## config.mk

```make
export PLATFORM = sky130hd
export DESIGN_NAME = gpio_input_capture
export DESIGN_NICKNAME = d
export VERILOG_FILES = /design/src/rtl/gpio_input_capture.sv
export SDC_FILE = /design/constraint.sdc
export NUM_CORES = 1
export LEC_CHECK = 0
export BUFFER_PORTS_ARGS = -buffer_cell sky130_fd_sc_hd__buf_2
export CORE_MARGIN = 3
export CORE_UTILIZATION = 48
export CTS_CLUSTER_SIZE = 28
export DETAILED_ROUTE_END_ITERATION = 16
export PLACE_DENSITY = 0.7
export REMOVE_ABC_BUFFERS = 1
export SETUP_SLACK_MARGIN = 0.5
export SLEW_MARGIN = 40
export SYNTH_ARGS = -nofsm -noshare
export SYNTH_HDL_FRONTEND = slang
export SYNTH_SLANG_ARGS = --single-unit
```

## constraint.sdc

```tcl
create_clock -name clk -period 8.51 [get_ports clk]
set_clock_uncertainty 0.2 [all_clocks]
set_input_delay 1.702 -clock clk [delete_from_list [all_inputs] [get_ports clk]]
set_output_delay 1.702 -clock clk [all_outputs]
set_load 0.05 [all_outputs]
```

## src/rtl/gpio_input_capture.sv

```systemverilog
// Multi-channel GPIO input capture: synchronise, optionally glitch-filter, edge-detect, sticky-capture, interrupt.
// Unfiltered capture sets SYNC_STAGES+1 edges after a pin change; filtered adds FILTER_DEPTH sample ticks.
module gpio_input_capture #(
  parameter int WIDTH        = 8,
  parameter int SYNC_STAGES  = 2,
  parameter int FILTER_DEPTH = 4,
  parameter int PRESCALE_W   = 16
) (
  input  logic                  clk,
  input  logic                  rst,
  input  logic                  enable,
  input  logic [WIDTH-1:0]      data_in,
  input  logic [WIDTH-1:0]      en_noise_cancelling,
  input  logic [PRESCALE_W-1:0] prescale,
  input  logic [2*WIDTH-1:0]    select_edge,
  input  logic [2*WIDTH-1:0]    select_interrupt,
  input  logic [WIDTH-1:0]      interrupt_mask,
  input  logic [WIDTH-1:0]      clr,
  output logic [WIDTH-1:0]      data_out,
  output logic [WIDTH-1:0]      capture,
  output logic [WIDTH-1:0]      irq_vec,
  output logic                  irq
);
  localparam int FCNT_W = (FILTER_DEPTH > 2) ? $clog2(FILTER_DEPTH) : 1;
  localparam logic [FCNT_W-1:0] FCNT_LAST = FCNT_W'(FILTER_DEPTH - 1);

  logic [SYNC_STAGES-1:0][WIDTH-1:0] sync_q;
  logic [WIDTH-1:0][FCNT_W-1:0]      fcnt_q;
  logic [PRESCALE_W-1:0]             pcnt_q;
  logic [WIDTH-1:0] sync_lvl, filt_q, prev_q, ncn_q, level, rise, fall, hit;
  logic             tick;

  // The synchroniser is never frozen so the pin view stays current across enable changes.
  always_ff @(posedge clk or posedge rst) begin
    if (rst) begin
      sync_q <= '0;
    end else begin
      sync_q <= {sync_q[SYNC_STAGES-2:0], data_in};
    end
  end

  assign sync_lvl = sync_q[SYNC_STAGES-1];
  assign tick     = enable && (pcnt_q >= prescale);

  always_ff @(posedge clk or posedge rst) begin
    if (rst) begin
      pcnt_q <= '0;
    end else if (enable) begin
      pcnt_q <= tick ? '0 : pcnt_q + PRESCALE_W'(1);
    end
  end

  always_ff @(posedge clk or posedge rst) begin
    if (rst) begin
      filt_q <= '0;
      fcnt_q <= '0;
    end else if (tick) begin
      for (int i = 0; i < WIDTH; i++) begin
        if (sync_lvl[i] != filt_q[i]) begin
          if (fcnt_q[i] == FCNT_LAST) begin
            filt_q[i] <= sync_lvl[i];
            fcnt_q[i] <= '0;
          end else begin
            fcnt_q[i] <= fcnt_q[i] + FCNT_W'(1);
          end
        end else begin
          fcnt_q[i] <= '0;
        end
      end
    end
  end

  assign level    = (en_noise_cancelling & filt_q) | (~en_noise_cancelling & sync_lvl);
  assign data_out = level;
  assign rise     = level & ~prev_q;
  assign fall     = ~level & prev_q;

  // A mode switch can flip the level without any pin activity, so that cycle's edge is dropped.
  always_comb begin
    hit = '0;
    for (int i = 0; i < WIDTH; i++) begin
      hit[i] = (en_noise_cancelling[i] == ncn_q[i]) &&
               ((rise[i] && select_edge[2*i]) || (fall[i] && select_edge[2*i+1]));
    end
  end

  always_ff @(posedge clk or posedge rst) begin
    if (rst) begin
      ncn_q   <= '0;
      prev_q  <= '0;
      capture <= '0;
    end else begin
      ncn_q   <= en_noise_cancelling;
      if (enable) prev_q <= level;
      capture <= (capture & ~clr) | (enable ? hit : '0);
    end
  end

  always_comb begin
    irq_vec = '0;
    for (int i = 0; i < WIDTH; i++) begin
      case (select_interrupt[2*i +: 2])
        2'b01:   irq_vec[i] = interrupt_mask[i] & capture[i];
        2'b10:   irq_vec[i] = interrupt_mask[i] & level[i];
        2'b11:   irq_vec[i] = interrupt_mask[i] & ~level[i];
        default: irq_vec[i] = 1'b0;
      endcase
    end
  end

  assign irq = |irq_vec;
endmodule

```

==> metrics.txt <==
largest net degree at the start of global routing=81; Die Y=99.1 um; Syn Area/Cell=10.0 um^2; fmax=0.194 GHz; Flop pwr share=0.507; clk sinks=80; GR Layer Usage met2=0.307; Worst Hold Class=reg -> reg; TritonCTS buffer count=9; met3 Resource Use GR=0.0418; worst r2r dst=pcnt_q[13]$_DFFE_PP0P_; Post-CTS Setup Repair Bufs=0; die area=a little under 10000 um^2; EDFF count, synth=0; HP Start=sync_q[4]$_DFF_PP0_; row cnt=33; top cell type's share of synthesized area=0.482; sequential fraction of the synthesis area=0.482; CP Launch Point=en_noise_cancelling[4]; Tot GR Track Use=0.189; initial antenna violation count=0; cells after synthesis=415; largest cells by area after synthesis=dfrtp_1 (48%), ha_1 (7.5%), inv_1 (3.8%); CP max stage cell=a311oi_1; GPL Wtd Cong=0.851; Final Cell Area=approximately 5000 um^2; R2R setup slack=5.48 ns; I/O pins=108; clock network power share=0.324; critical setup path kind=in -> out; Comb power frac=0.170; post-route ant nets=0; post-synth cell types=41; Core Area=8300 um^2; CP cell instances=buf_2 > mux2i_1 > nand2_1 > a311oi_1 > nor4_1 > nand2_1 > buf_2; worst slew pin tran=0.752 ns; clock buffer depth=2; WHS=0.149 ns; Sw Ratio=0.284; initial DRC count=178; Worst IR Drop VDD=a little over 0.09 mV; Die W=99.1 um; Via density=about 5.4; GR peak layer=met2; final hold violation count=0; cell count of the worst reg-to-reg path=6; DRC viols=0; clock-pin slew on the worst setup and hold paths=roughly 0.07 ns; worst stage delay on the critical path=0.57 ns; CTS H-Tree Depth=3; # fillers=743; worst path arrival time=3.26 ns; Pre-Repair DR Iteration Count=4; internal power=0.596 mW; Yosys warning count=0; hpwl dp=6500 um; Data required, critical path=6.61 ns; Slew headroom=0.498; area leader, netlist=dfrtp_1; Routed WL=9000 um; port bufs=107; CTS resizes=0; crit share post-route=0.607; first-pass GRT wire length=15300 um; Starting Density=0.501; status=completed; worst-path fanout max=4; Max Cap Violations=0; minimum clock period=about 5.2 ns; Post-CTS Hold Buffers=0; Slew Limit Fails=0; Mapped Area=4160 um^2; ANT cells=0; Yosys reg bits=80; Worst setup EP type=output port; Placement Cell Area=around 4800 um^2; clk root buf=clkbuf_8; Congestion Overflow GR=0; wire per inst=between 10 and 15 um; P per Cell Area=167 nW/um^2; share of cells above drive strength 1=0.263; Setup TNS=0 ns; main flop type after synthesis=dfrtp_1; Worst Setup EP=irq; setup violators final=0; leakage=2.59 nW; area delta synth->final=19.9%; Worst R2R Start=pcnt_q[13]$_DFFE_PP0P_; clock latency on the worst-skew pair=0.34 ns; NumNets Final=633; number of global-route vias before repair=3320; Setup crit start kind=input port; sw power=between 0.2 and 0.25 mW; FFs w/ async S/R, synth=1.00; RSZ-0062 raised after global routing=no; CTS tree=yes; Via Count=between 3000 and 4000; GR Layer Usage met1=0.256
==> registers in the layout, summed over array words and instances, names as in the netlist <==
name	flops
sync_lvl	8
fcnt_q	16
prev_q	8
capture	8
sync_q	8
filt_q	8
pcnt_q	16
ncn_q	8
==> metal layers <==
layer	wire, um	vias up
met5	0	-
met4	95	0
met3	593	11
met2	4190	102
met1	4120	1620
li1	-	1685
==> how the worst min path moves through the flow <==
stage	slack (ns)	to	cells after the start
finish	0.15	sync_lvl[4]$_DFF_PP0_	0
global route	0.17	sync_lvl[3]$_DFF_PP0_	0
CTS	0.15	sync_lvl[4]$_DFF_PP0_	0
detailed placement	0.13	sync_lvl[4]$_DFF_PP0_	0
global placement	0.13	sync_lvl[4]$_DFF_PP0_	0
floorplan	0.13	sync_lvl[0]$_DFF_PP0_	0
==> synthesized netlist by cell type, types with 3 or more instances <==
cell	n
nand4_1	6
ha_1	25
nand2b_1	8
a21oi_1	21
mux2_2	8
and3_1	3
xnor2_1	12
inv_1	42
nor2_1	26
xor2_1	16
o21ai_0	20
nor3_1	10
dfrtp_1	80
buf_1	4
a32o_1	8
nand3_1	31
nand2_1	37
a31oi_1	10
o2bb2ai_1	9
a311oi_1	8
mux2i_1	8
==> layout make-up <==
| class | instances | area (um^2) | share of cell area |
|---|---|---|---|
| inverter | 42 | 159 | 0.0319 |
| clock inverter | 3 | 43.8 | 0.00879 |
| sequential | 80 | 2000 | 0.402 |
| timing repair buffer | 108 | 549 | 0.110 |
| multi-input combinational | 284 | 1960 | 0.393 |
| tap | 105 | 131 | 0.0264 |
| clock buffer | 11 | 141 | 0.0284 |
==> cells by family after synthesis <==
kind of cell / Yosys count / share of synthesized area
adder cells (fa/ha/maj): 25 / 0.0753
multiplexers: 16 / 0.0409
flip-flops: 80 / 0.482
buffers and inverters: 51 / 0.0491
AND/OR/NAND/NOR: 132 / 0.156
XOR/XNOR: 28 / 0.0590
AO/OA/AOI/OAI: 83 / 0.138
==> per-stage QoR <==
stage                      util  setup slack (ns)  power, mW  std cells
final                     0.600              3.35      0.832        633
after global routing      0.600              3.17      0.877        633
after CTS                 0.600              3.35      0.839        633
after detailed placement  0.578              3.38      0.571        619
after global placement    0.577              3.43      0.566        619
after floorplan               -              2.36      0.519        406
==> power groups by stage <==
stage	registers (mW)	clock network (mW)	logic [mW]
global route	0.425	0.292	0.160
floorplan	0.435	0	0.0841
detailed placement	0.429	0	0.142
CTS	0.421	0.274	0.143
global placement	0.428	0	0.138
finish	0.422	0.269	0.141
==> worst max-delay path: cells and delay by family <==
family          cells  cell delay (ns)
compound gates      1             0.57
buf+inv             2             0.37
mux                 1             0.32
simple gates        3             0.29
==> placed cells by master, fill, tap and decap left out, types with 2 or more instances in the layout <==
| cell | instances |
|---|---|
| nand4_1 | 6 |
| a31oi_1 | 9 |
| mux2_2 | 8 |
| o2bb2ai_1 | 9 |
| clkbuf_8 | 10 |
| mux2i_1 | 8 |
| clkinv_2 | 2 |
| a21oi_1 | 21 |
| dfrtp_1 | 80 |
| and3_1 | 3 |
| o21ai_0 | 20 |
| nor4_1 | 2 |
| a32o_1 | 8 |
| ha_1 | 25 |
| nand3_1 | 31 |
| inv_1 | 41 |
| a311oi_1 | 8 |
| xor2_1 | 16 |
| nand2b_1 | 8 |
| nor2_1 | 26 |
| buf_2 | 106 |
| nor3_1 | 10 |
| nand2_1 | 37 |
| and4_1 | 2 |
| xnor2_1 | 12 |
Power figures use the tool's default switching activity.
